$ cat config.mk
export PLATFORM = sky130hd
export DESIGN_NAME = io_port
export DESIGN_NICKNAME = d
export VERILOG_FILES = /design/src/rtl/mycpu_pkg.sv /design/src/rtl/io_fifo.sv /design/src/rtl/io_port.sv
export SDC_FILE = /design/constraint.sdc
export NUM_CORES = 1
export LEC_CHECK = 0
export ABC_AREA = 1
export BUFFER_PORTS_ARGS = -buffer_cell sky130_fd_sc_hd__buf_4
export CAP_MARGIN = 5
export CORE_MARGIN = 2
export CORE_UTILIZATION = 50
export DETAILED_ROUTE_END_ITERATION = 8
export PLACE_DENSITY = 0.82
export SLEW_MARGIN = 10
export SYNTH_ARGS = -nofsm -noshare
export SYNTH_HDL_FRONTEND = slang
export SYNTH_SLANG_ARGS = --single-unit
$ cat constraint.sdc
create_clock -name clk -period 3.5 [get_ports clk]
set_clock_uncertainty 0.05 [all_clocks]
set_input_delay 0.7 -clock clk [delete_from_list [all_inputs] [get_ports clk]]
set_output_delay 0.7 -clock clk [all_outputs]
set_load 0.01 [all_outputs]
$ cat src/rtl/mycpu_pkg.sv
// Shared mycpu definitions for the I/O responder: register map, STATUS bit
// positions and CTRL command bits.
package mycpu_pkg;

    typedef enum logic [1:0] {
        IO_TXDATA = 2'd0,
        IO_RXDATA = 2'd1,
        IO_STATUS = 2'd2,
        IO_CTRL   = 2'd3
    } io_addr_t;

    localparam int IO_ST_RX_EMPTY = 0;
    localparam int IO_ST_RX_FULL  = 1;
    localparam int IO_ST_TX_EMPTY = 2;
    localparam int IO_ST_TX_FULL  = 3;
    localparam int IO_ST_TX_OVF   = 4;
    localparam int IO_ST_RX_OVF   = 5;
    localparam int IO_ST_CNT_LSB  = 8;

    localparam int IO_CTRL_FLUSH_TX = 0;
    localparam int IO_CTRL_FLUSH_RX = 1;
    localparam int IO_CTRL_CLR_OVF  = 2;

endpackage

$ cat src/rtl/io_fifo.sv
// Synchronous FIFO with flush; head is masked to zero while empty.
// A pop and a push in the same cycle are both accepted, even when full.
module io_fifo
    import mycpu_pkg::*;
#(
    parameter int DEPTH = 4,
    parameter int DW    = 16
) (
    input  logic                       clk,
    input  logic                       rst_n,
    input  logic                       push_i,
    input  logic                       pop_i,
    input  logic                       flush_i,
    input  logic [DW-1:0]              din_i,
    output logic [DW-1:0]              head_o,
    output logic                       full_o,
    output logic                       empty_o,
    output logic [$clog2(DEPTH):0]     count_o
);

    localparam int AW = $clog2(DEPTH);
    localparam logic [AW:0]   FULL_CNT = (AW+1)'(DEPTH);
    localparam logic [AW:0]   CNT_ONE  = (AW+1)'(1'b1);
    localparam logic [AW-1:0] PTR_ONE  = AW'(1'b1);

    logic [DW-1:0] mem_q [DEPTH];
    logic [AW-1:0] wr_ptr_q, wr_ptr_d, rd_ptr_q, rd_ptr_d;
    logic [AW:0]   count_q, count_d;
    logic          pop_acc_s, push_acc_s;

    assign empty_o    = (count_q == {(AW+1){1'b0}});
    assign full_o     = (count_q == FULL_CNT);
    assign count_o    = count_q;
    assign head_o     = empty_o ? {DW{1'b0}} : mem_q[rd_ptr_q];
    assign pop_acc_s  = pop_i & ~empty_o;
    assign push_acc_s = push_i & (~full_o | pop_acc_s);

    // Pointer and occupancy next-state; flush overrides any same-cycle push/pop.
    always_comb begin
        wr_ptr_d = wr_ptr_q;
        rd_ptr_d = rd_ptr_q;
        count_d  = count_q;
        if (flush_i) begin
            wr_ptr_d = {AW{1'b0}};
            rd_ptr_d = {AW{1'b0}};
            count_d  = {(AW+1){1'b0}};
        end else begin
            if (push_acc_s) begin
                wr_ptr_d = wr_ptr_q + PTR_ONE;
            end else begin
                wr_ptr_d = wr_ptr_q;
            end
            if (pop_acc_s) begin
                rd_ptr_d = rd_ptr_q + PTR_ONE;
            end else begin
                rd_ptr_d = rd_ptr_q;
            end
            case ({push_acc_s, pop_acc_s})
                2'b10:   count_d = count_q + CNT_ONE;
                2'b01:   count_d = count_q - CNT_ONE;
                default: count_d = count_q;
            endcase
        end
    end

    // Control state register.
    always_ff @(posedge clk or negedge rst_n) begin
        if (!rst_n) begin
            wr_ptr_q <= {AW{1'b0}};
            rd_ptr_q <= {AW{1'b0}};
            count_q  <= {(AW+1){1'b0}};
        end else begin
            wr_ptr_q <= wr_ptr_d;
            rd_ptr_q <= rd_ptr_d;
            count_q  <= count_d;
        end
    end

    // Storage array; contents deliberately left unreset.
    always_ff @(posedge clk) begin
        if (push_acc_s && !flush_i) begin
            mem_q[wr_ptr_q] <= din_i;
        end
    end

endmodule

$ cat src/rtl/io_port.sv
// mycpu memory-mapped I/O responder: TXDATA/RXDATA/STATUS/CTRL over two FIFOs.
// Define MYCPU_IO_OVF_EN to build the sticky tx_ovf/rx_ovf flags.
module io_port
    import mycpu_pkg::*;
#(
    parameter int DEPTH = 4,
    parameter int DW    = 16
) (
    input  logic          clk,
    input  logic          rst_n,
    input  logic          iom_in,
    input  logic          wen_in,
    input  logic [15:0]   addr_in,
    input  logic [DW-1:0] data_in,
    output logic [DW-1:0] data_out,
    output logic          tx_valid,
    output logic [DW-1:0] tx_data,
    input  logic          tx_ready,
    input  logic          rx_valid,
    input  logic [DW-1:0] rx_data,
    output logic          rx_ready
);

    localparam int CW = $clog2(DEPTH) + 1;

    io_addr_t      addr_s;
    logic          wr_s, rd_s;
    logic          tx_push_s, tx_pop_s, tx_flush_s;
    logic          rx_push_s, rx_pop_s, rx_flush_s, clr_ovf_s;
    logic          tx_full_s, tx_empty_s, rx_full_s, rx_empty_s;
    logic [DW-1:0] tx_head_s, rx_head_s;
    logic [CW-1:0] tx_count_unused_s, rx_count_s;
    logic [13:0]   addr_unused_s;
    logic          tx_ovf_s, rx_ovf_s;
    logic [15:0]   status_s;

    assign addr_s        = io_addr_t'(addr_in[1:0]);
    assign addr_unused_s = addr_in[15:2];
    assign wr_s          = iom_in & ~wen_in;
    assign rd_s          = iom_in & wen_in;
    assign tx_pop_s      = tx_ready & ~tx_empty_s;
    assign rx_push_s     = rx_valid & ~rx_full_s;
    assign tx_valid      = ~tx_empty_s;
    assign tx_data       = tx_head_s;
    assign rx_ready      = ~rx_full_s;

    assign status_s = {8'(rx_count_s), 2'b00, rx_ovf_s, tx_ovf_s,
                       tx_full_s, tx_empty_s, rx_full_s, rx_empty_s};

    // Address decode: FIFO strobes, CTRL commands and zero-wait read data.
    always_comb begin
        tx_push_s  = 1'b0;
        rx_pop_s   = 1'b0;
        tx_flush_s = 1'b0;
        rx_flush_s = 1'b0;
        clr_ovf_s  = 1'b0;
        data_out   = {DW{1'b0}};
        if (wr_s) begin
            case (addr_s)
                IO_TXDATA: tx_push_s = 1'b1;
                IO_CTRL: begin
                    tx_flush_s = data_in[IO_CTRL_FLUSH_TX];
                    rx_flush_s = data_in[IO_CTRL_FLUSH_RX];
                    clr_ovf_s  = data_in[IO_CTRL_CLR_OVF];
                end
                default: tx_push_s = 1'b0;
            endcase
        end else if (rd_s) begin
            case (addr_s)
                IO_RXDATA: begin
                    rx_pop_s = 1'b1;
                    data_out = rx_head_s;
                end
                IO_STATUS: data_out = DW'(status_s);
                default:   data_out = {DW{1'b0}};
            endcase
        end else begin
            data_out = {DW{1'b0}};
        end
    end

    io_fifo #(.DEPTH(DEPTH), .DW(DW)) u_tx_fifo (
        .clk     (clk),
        .rst_n   (rst_n),
        .push_i  (tx_push_s),
        .pop_i   (tx_pop_s),
        .flush_i (tx_flush_s),
        .din_i   (data_in),
        .head_o  (tx_head_s),
        .full_o  (tx_full_s),
        .empty_o (tx_empty_s),
        .count_o (tx_count_unused_s)
    );

    io_fifo #(.DEPTH(DEPTH), .DW(DW)) u_rx_fifo (
        .clk     (clk),
        .rst_n   (rst_n),
        .push_i  (rx_push_s),
        .pop_i   (rx_pop_s),
        .flush_i (rx_flush_s),
        .din_i   (rx_data),
        .head_o  (rx_head_s),
        .full_o  (rx_full_s),
        .empty_o (rx_empty_s),
        .count_o (rx_count_s)
    );

`ifdef MYCPU_IO_OVF_EN
    logic tx_ovf_q, tx_ovf_d, rx_ovf_q, rx_ovf_d;
    logic tx_ovf_set_s, rx_ovf_set_s;

    // A write counts as an overflow only if the word is actually dropped.
    assign tx_ovf_set_s = tx_push_s & tx_full_s & ~tx_pop_s;
    assign rx_ovf_set_s = rx_valid & ~rx_ready;
    assign tx_ovf_s     = tx_ovf_q;
    assign rx_ovf_s     = rx_ovf_q;

    // Sticky flag next-state: set beats clear.
    always_comb begin
        tx_ovf_d = tx_ovf_q;
        rx_ovf_d = rx_ovf_q;
        if (tx_ovf_set_s) begin
            tx_ovf_d = 1'b1;
        end else if (clr_ovf_s) begin
            tx_ovf_d = 1'b0;
        end else begin
            tx_ovf_d = tx_ovf_q;
        end
        if (rx_ovf_set_s) begin
            rx_ovf_d = 1'b1;
        end else if (clr_ovf_s) begin
            rx_ovf_d = 1'b0;
        end else begin
            rx_ovf_d = rx_ovf_q;
        end
    end

    // Overflow flag registers.
    always_ff @(posedge clk or negedge rst_n) begin
        if (!rst_n) begin
            tx_ovf_q <= 1'b0;
            rx_ovf_q <= 1'b0;
        end else begin
            tx_ovf_q <= tx_ovf_d;
            rx_ovf_q <= rx_ovf_d;
        end
    end
`else
    assign tx_ovf_s = 1'b0;
    assign rx_ovf_s = 1'b0;
`endif

endmodule

==> impl_metrics.ini, run 1 <==
[status]
status = complete, no violations

[floorplan]
core_mm2 = 0.01196
die_h_um = 114.3
dieWidth_um = 114.3
ios = 88
die-area_mm2 = 0.01306
start_util = 0.5084
rows = 40

[global_route]
busiest_layer = met2
grt_use_met2 = 0.3849
grt_first_pass_wirelength_um = 21020
grt_start_max_net_pins = 36
use_met1 = 0.2422
grtUsageTotal = 0.2172
use_met3 = 0.06406
antenna_found_initial = 0
grt_pass1_vias = 4321
grt-ovfl-total = 0

[detailed_routing]
drt-total-wl_um = 13560
wire_per_inst_um = 17.49
drc_errors = 0
vias = 4279
ant_nets = 0
vias_per_cell = 5.521
firstDrtPassIters = 4
drt_iter0_drc = 362

[sta]
finalHoldViolCount = 0
grt_setup_unrepaired = no
fin_crit_sh = 0.8622
setup_tns_ns = 0
fin_crit_ns = 3.018
timing.fmax_mhz = 331.4
slew_viol_final = 0
holdWs_ns = 0.08071
setup_viol = 0
slew_headroom = 0.5537
tightest_slew_ns = 0.6688

[yosys]
netlist_top_cells_area = edfxtp_1 63%, nor2_1 8.0%, o21ai_0 6.5%, dfrtp_1 5.8%, a21oi_1 2.7%
yosysWarnings = 0
syn_avg_cell_area_um2 = 11.43
synth_top_area_frac = 0.6321
synthCells = 532
synth_nets = 600
ys_types = 29
ys_seq_area_frac = 0.6897
yosysTopAreaCell = edfxtp_1
ys_ff_latch = 142
syn_area_mm2 = 0.006081

[place]
dp_hpwl_um = 8320
dpl_cell_area_mm2 = 0.006802
place_congestion = 0.7920
port_buffers = 73
dp_cells = 743

[setup_path]
r2r-start = u_tx_fifo.count_o[0]$_DFFE_PN0P_
crit_start = u_rx_fifo.rd_ptr_q[1]$_DFFE_PN0P_
cp-end-kind = primary output
endpoint = data_out[9]
cp-start-kind = register
arrival_ns = 2.27
ff2ff_path_depth = 11
path_max_fanout = 20
criticalPathCategory = register to primary output
required_ns = 2.75
reg2reg_slack_ns = 1.40
r2r-end = u_tx_fifo.count_o[2]$_DFFE_PN0P_

[clocking]
clk_pin_slew_ns = 0.06
ctsHoldBuffers = 0
cts_max_path_buffers = 2
clk-insertion-delay-late_ns = 0.41
cts_buffers = 17
ctsResizeCount = 0
htreeDepth = 4
cts_root_buf = clkbuf_16
cts_tree = yes
cts_setup_buffers = 0
cts_sinks = 142

[worst_hold_path]
hold_path_class = input port to asynchronous set/reset pin

[cells_and_area]
multi_input_area_mm2 = 0.001647
syn2layout_area_growth_pct = 22.47
layout-drive-gt1-share = 0.2070
layout.nets = 683
fillers = 885
finalCoreUtilization = 0.6226
n_antenna_cell = 0
final_common_cell = nor2_1
finalNonFillerCells = 775
stdcell_area_mm2 = 0.007447
final_cell_mix = 130 x nor2_1, 128 x edfxtp_1, 85 x buf_4
seqCellArea_mm2 = 0.004194

[power]
vdd_ir_drop_max_v = 0.0005068
cellPowerDensity_mw_per_mm2 = 821.3
cellLeakagePower_nw = 2.910

[job]
maxCapViolations = 0
[state kept, by name, indices dropped and copies added, names as in the netlist]
signal / cells
u_rx_fifo.mem_q: 64
u_tx_fifo.wr_ptr_q: 2
u_rx_fifo.count_o: 3
u_rx_fifo.rd_ptr_q: 2
u_tx_fifo.mem_q: 64
u_tx_fifo.rd_ptr_q: 2
u_tx_fifo.count_o: 3
u_rx_fifo.wr_ptr_q: 2
[per-layer routing]
metal / vias to the layer above / share of wire
met3: 18 / 0.067
met4: 0 / 0.017
li1: 2003 / -
met2: 159 / 0.53
met1: 2099 / 0.39
met5: - / 0
[Yosys cell counts (all sizes together)]
cell    count
edfxtp    128
nand3      21
o21ai      81
nor2      133
nand2      40
inv        37
nand3b      1
or2         1
a21oi      35
buf        15
xnor2       1
clkbuf      6
ha         12
dfrtp      14
o22ai       3
xor2        1
nand4       1
fa          2
[worst max-delay path, cell delays in order, from the launching register on]
cell and delay (ns):
dfrtp_1 0.37, inv_1 0.49, o21ai_0 0.20, o21ai_0 0.29, nand2_1 0.10, a21oi_1 0.22
buf_4 0.17
[power by group]
part	switching (mW)	internal, mW
registers	0.134	2.10
logic	1.24	0.694
clock network	0.684	1.26
total	2.06	4.06
[worst min path at each step]
stage | cells past startpoint | slack, ns | startpoint | end
detailed placement | 1 | 0.51 | rst_n | u_tx_fifo.count_o[1]$_DFFE_PN0P_
floorplan | 0 | 0.35 | rst_n | u_rx_fifo.count_o[0]$_DFFE_PN0P_
CTS | 1 | 0.07 | rst_n | u_tx_fifo.rd_ptr_q[1]$_DFFE_PN0P_
global placement | 1 | 0.51 | rst_n | u_tx_fifo.count_o[1]$_DFFE_PN0P_
global route | 1 | 0.08 | rst_n | u_rx_fifo.rd_ptr_q[0]$_DFFE_PN0P_
finish | 1 | 0.08 | rst_n | u_tx_fifo.rd_ptr_q[0]$_DFFE_PN0P_
[per-stage QoR]
| stage | worst slack, ns | total power, mW |
|---|---|---|
| floorplan | 1.053 | 3.480 |
| global placement | 0.7668 | 4.046 |
| detailed placement | 0.7364 | 4.161 |
| CTS | 0.4605 | 6.139 |
| global route | 0.3609 | 6.436 |
| finish | 0.4825 | 6.116 |
[cell families after synthesis]
| family | Yosys count | synth area share |
|---|---|---|
| AOI/OAI and AO/OA | 119 | 0.1010 |
| xor gates and xnor gates | 2 | 0.002881 |
| adders and majority gates | 14 | 0.03128 |
| buffers and inverters | 58 | 0.03950 |
| DFF | 142 | 0.6897 |
| and+or+nand+nor | 197 | 0.1356 |
[layout make-up]
cell class / count / area share
sequential: 142 / 0.5632
multi-input combinational: 332 / 0.2211
timing repair buffer: 85 / 0.08569
clock buffer: 18 / 0.05763
clock inverter: 14 / 0.02907
tap: 147 / 0.02470
inverter: 37 / 0.01865
(Power assumes the default switching activity.)
==> run 2: changes to the inputs <==
Settings changed: BUFFER_PORTS_ARGS -buffer_cell sky130_fd_sc_hd__buf_4 to -buffer_cell sky130_fd_sc_hd__buf_2.
==> run 2 against run 1 <==
Compared with the run above: non-clock buffer count decreased by 1; via count shrank 1.4%; clock power fell by 5%; clock-buffer cell count increased by 1; total power is 3.9% lower; wire length is 5.4% lower; sequential power is essentially flat; worst hold slack improved by 0.053 ns.
==> impl_metrics.ini, run 2 (same netlist as run 1, synthesis figures left out) <==
[clocking]
ctsHoldBuffers = 0
ctsResizeCount = 0
cts_setup_buffers = 0
cts_max_path_buffers = 2
cts_buffers = 17
clk-insertion-delay-late_ns = 0.42
cts_sinks = 142
clk_pin_slew_ns = 0.06
htreeDepth = 4
cts_tree = yes
cts_root_buf = clkbuf_16

[cells_and_area]
layout-drive-gt1-share = 0.2045
seqCellArea_mm2 = 0.004194
final_common_cell = nor2_1
multi_input_area_mm2 = 0.001647
layout.nets = 682
finalCoreUtilization = 0.6047
fillers = 884
top_regs = u_rx_fifo.mem_q (64), u_tx_fifo.mem_q (64)
syn2layout_area_growth_pct = 18.95
final_cell_mix = 130 x nor2_1, 128 x edfxtp_1, 79 x o21ai_0

[detailed_routing]
drc_errors = 0
drt_iter0_drc = 305
firstDrtPassIters = 5
drt-total-wl_um = 12830
vias = 4221
wire_per_inst_um = 16.57
ant_nets = 0
vias_per_cell = 5.453

[sta]
slew_headroom = 0.5103
tightest_slew_ns = 0.7345
slew_viol_final = 0
timing.final.ws_setup_ns = 0.3038
timing.fmax_mhz = 312.9
setup_viol = 0
fin_crit_sh = 0.9132
finalHoldViolCount = 0
setup_tns_ns = 0
fin_crit_ns = 3.196
grt_setup_unrepaired = no

[global_route]
grt_pass1_vias = 4147
antenna_found_initial = 1
grt_start_max_net_pins = 36
grt_first_pass_wirelength_um = 19870
grt-ovfl-total = 0
grtUsageTotal = 0.2052

[worst_hold_path]
hold_path_class = input port to asynchronous set/reset pin

[setup_path]
criticalPathCategory = register to primary output
crit_chain = inv_1 -> nor2_1 -> o21ai_0 -> a21oi_1 -> buf_2
crit_family = flip-flops
path_max_fanout = 19
cp_slowest_stage_delay_ns = 0.81
crit_start = u_tx_fifo.rd_ptr_q[1]$_DFFE_PN0P_
cp-start-kind = register
r2r-start = u_rx_fifo.count_o[0]$_DFFE_PN0P_
slowest_stage = dfrtp_1
cp.buffers_inverters = 2
arrival_ns = 2.45
cp-end-kind = primary output
required_ns = 2.75

[floorplan]
dieWidth_um = 114.3
die_h_um = 114.3
start_util = 0.5084
ios = 88
core_mm2 = 0.01196
die-area_mm2 = 0.01306
rows = 40

[place]
dp_hpwl_um = 7996
place_congestion = 0.8064
post-place-ws_ns = 0.7165
port_buffers = 73

[power]
cellPowerDensity_mw_per_mm2 = 812.4
cellLeakagePower_nw = 2.847
vdd_ir_drop_max_v = 0.0006204

[status]
status = complete, no violations

[job]
maxCapViolations = 0
## run 2: area by class of cell
cell class,instances,share of cell area
Multi-Input combinational cell,332,0.2276
Inverter,37,0.01920
Antenna cell,1,0.0003460
Clock buffer,19,0.05985
Timing Repair Buffer,84,0.06193
Clock inverter,12,0.02577
Sequential cell,142,0.5798
Tap cell,147,0.02543
## run 2: metal layers
layer | vias up | wire, µm | global-route usage
met1 | 2019 | 4844 | 0.2247
li1 | 2001 | - | -
met3 | 26 | 1080 | 0.06776
met4 | 0 | 192 | 0.07073
met2 | 175 | 6708 | 0.3730
met5 | - | 0 | 0
## run 2: worst paths after layout
check | end | slack, ns | cells after the start
setup reg to reg | u_rx_fifo.count_o[2]$_DFFE_PN0P_ | 1.42 | 11
min in group clk | u_rx_fifo.mem_q[0][7]$_DFFE_PP_ | 0.44 | 1
hold / removal | u_rx_fifo.wr_ptr_q[0]$_DFFE_PN0P_ | 0.13 | 1
setup / recovery | tx_data[7] | 0.30 | 5
max in group asynchronous | u_tx_fifo.wr_ptr_q[0]$_DFFE_PN0P_ | 3.01 | 1
hold reg to reg | u_tx_fifo.count_o[2]$_DFFE_PN0P_ | 0.58 | 2
## run 2: through the flow
step | std cells | hold slack (ns) | area (µm²) | power (mW)
floorplan | 532 | 0.3544 | 6081 | 3.480
global placement | 742 | 0.5355 | 6611 | 3.925
detailed placement | 742 | 0.5737 | 6611 | 4.027
CTS | 773 | 0.1362 | 7231 | 5.902
global route | 773 | 0.1481 | 7231 | 6.201
finish | 774 | 0.1341 | 7233 | 5.876
## run 2: worst reg2reg max path: cells and delay by family (launching register included)
| kind | cells | cell delay [ns] |
|---|---|---|
| and+or+nand+nor | 8 | 0.74 |
| DFF | 1 | 0.51 |
| adders and majority gates | 1 | 0.41 |
| xor gates and xnor gates | 1 | 0.20 |
| buffers and inverters | 1 | 0.07 |
## run 2: power by group
part | internal, mW | switching [mW]
Sequential | 2.10 | 0.156
Clock | 1.20 | 0.667
Combinational | 0.587 | 1.17
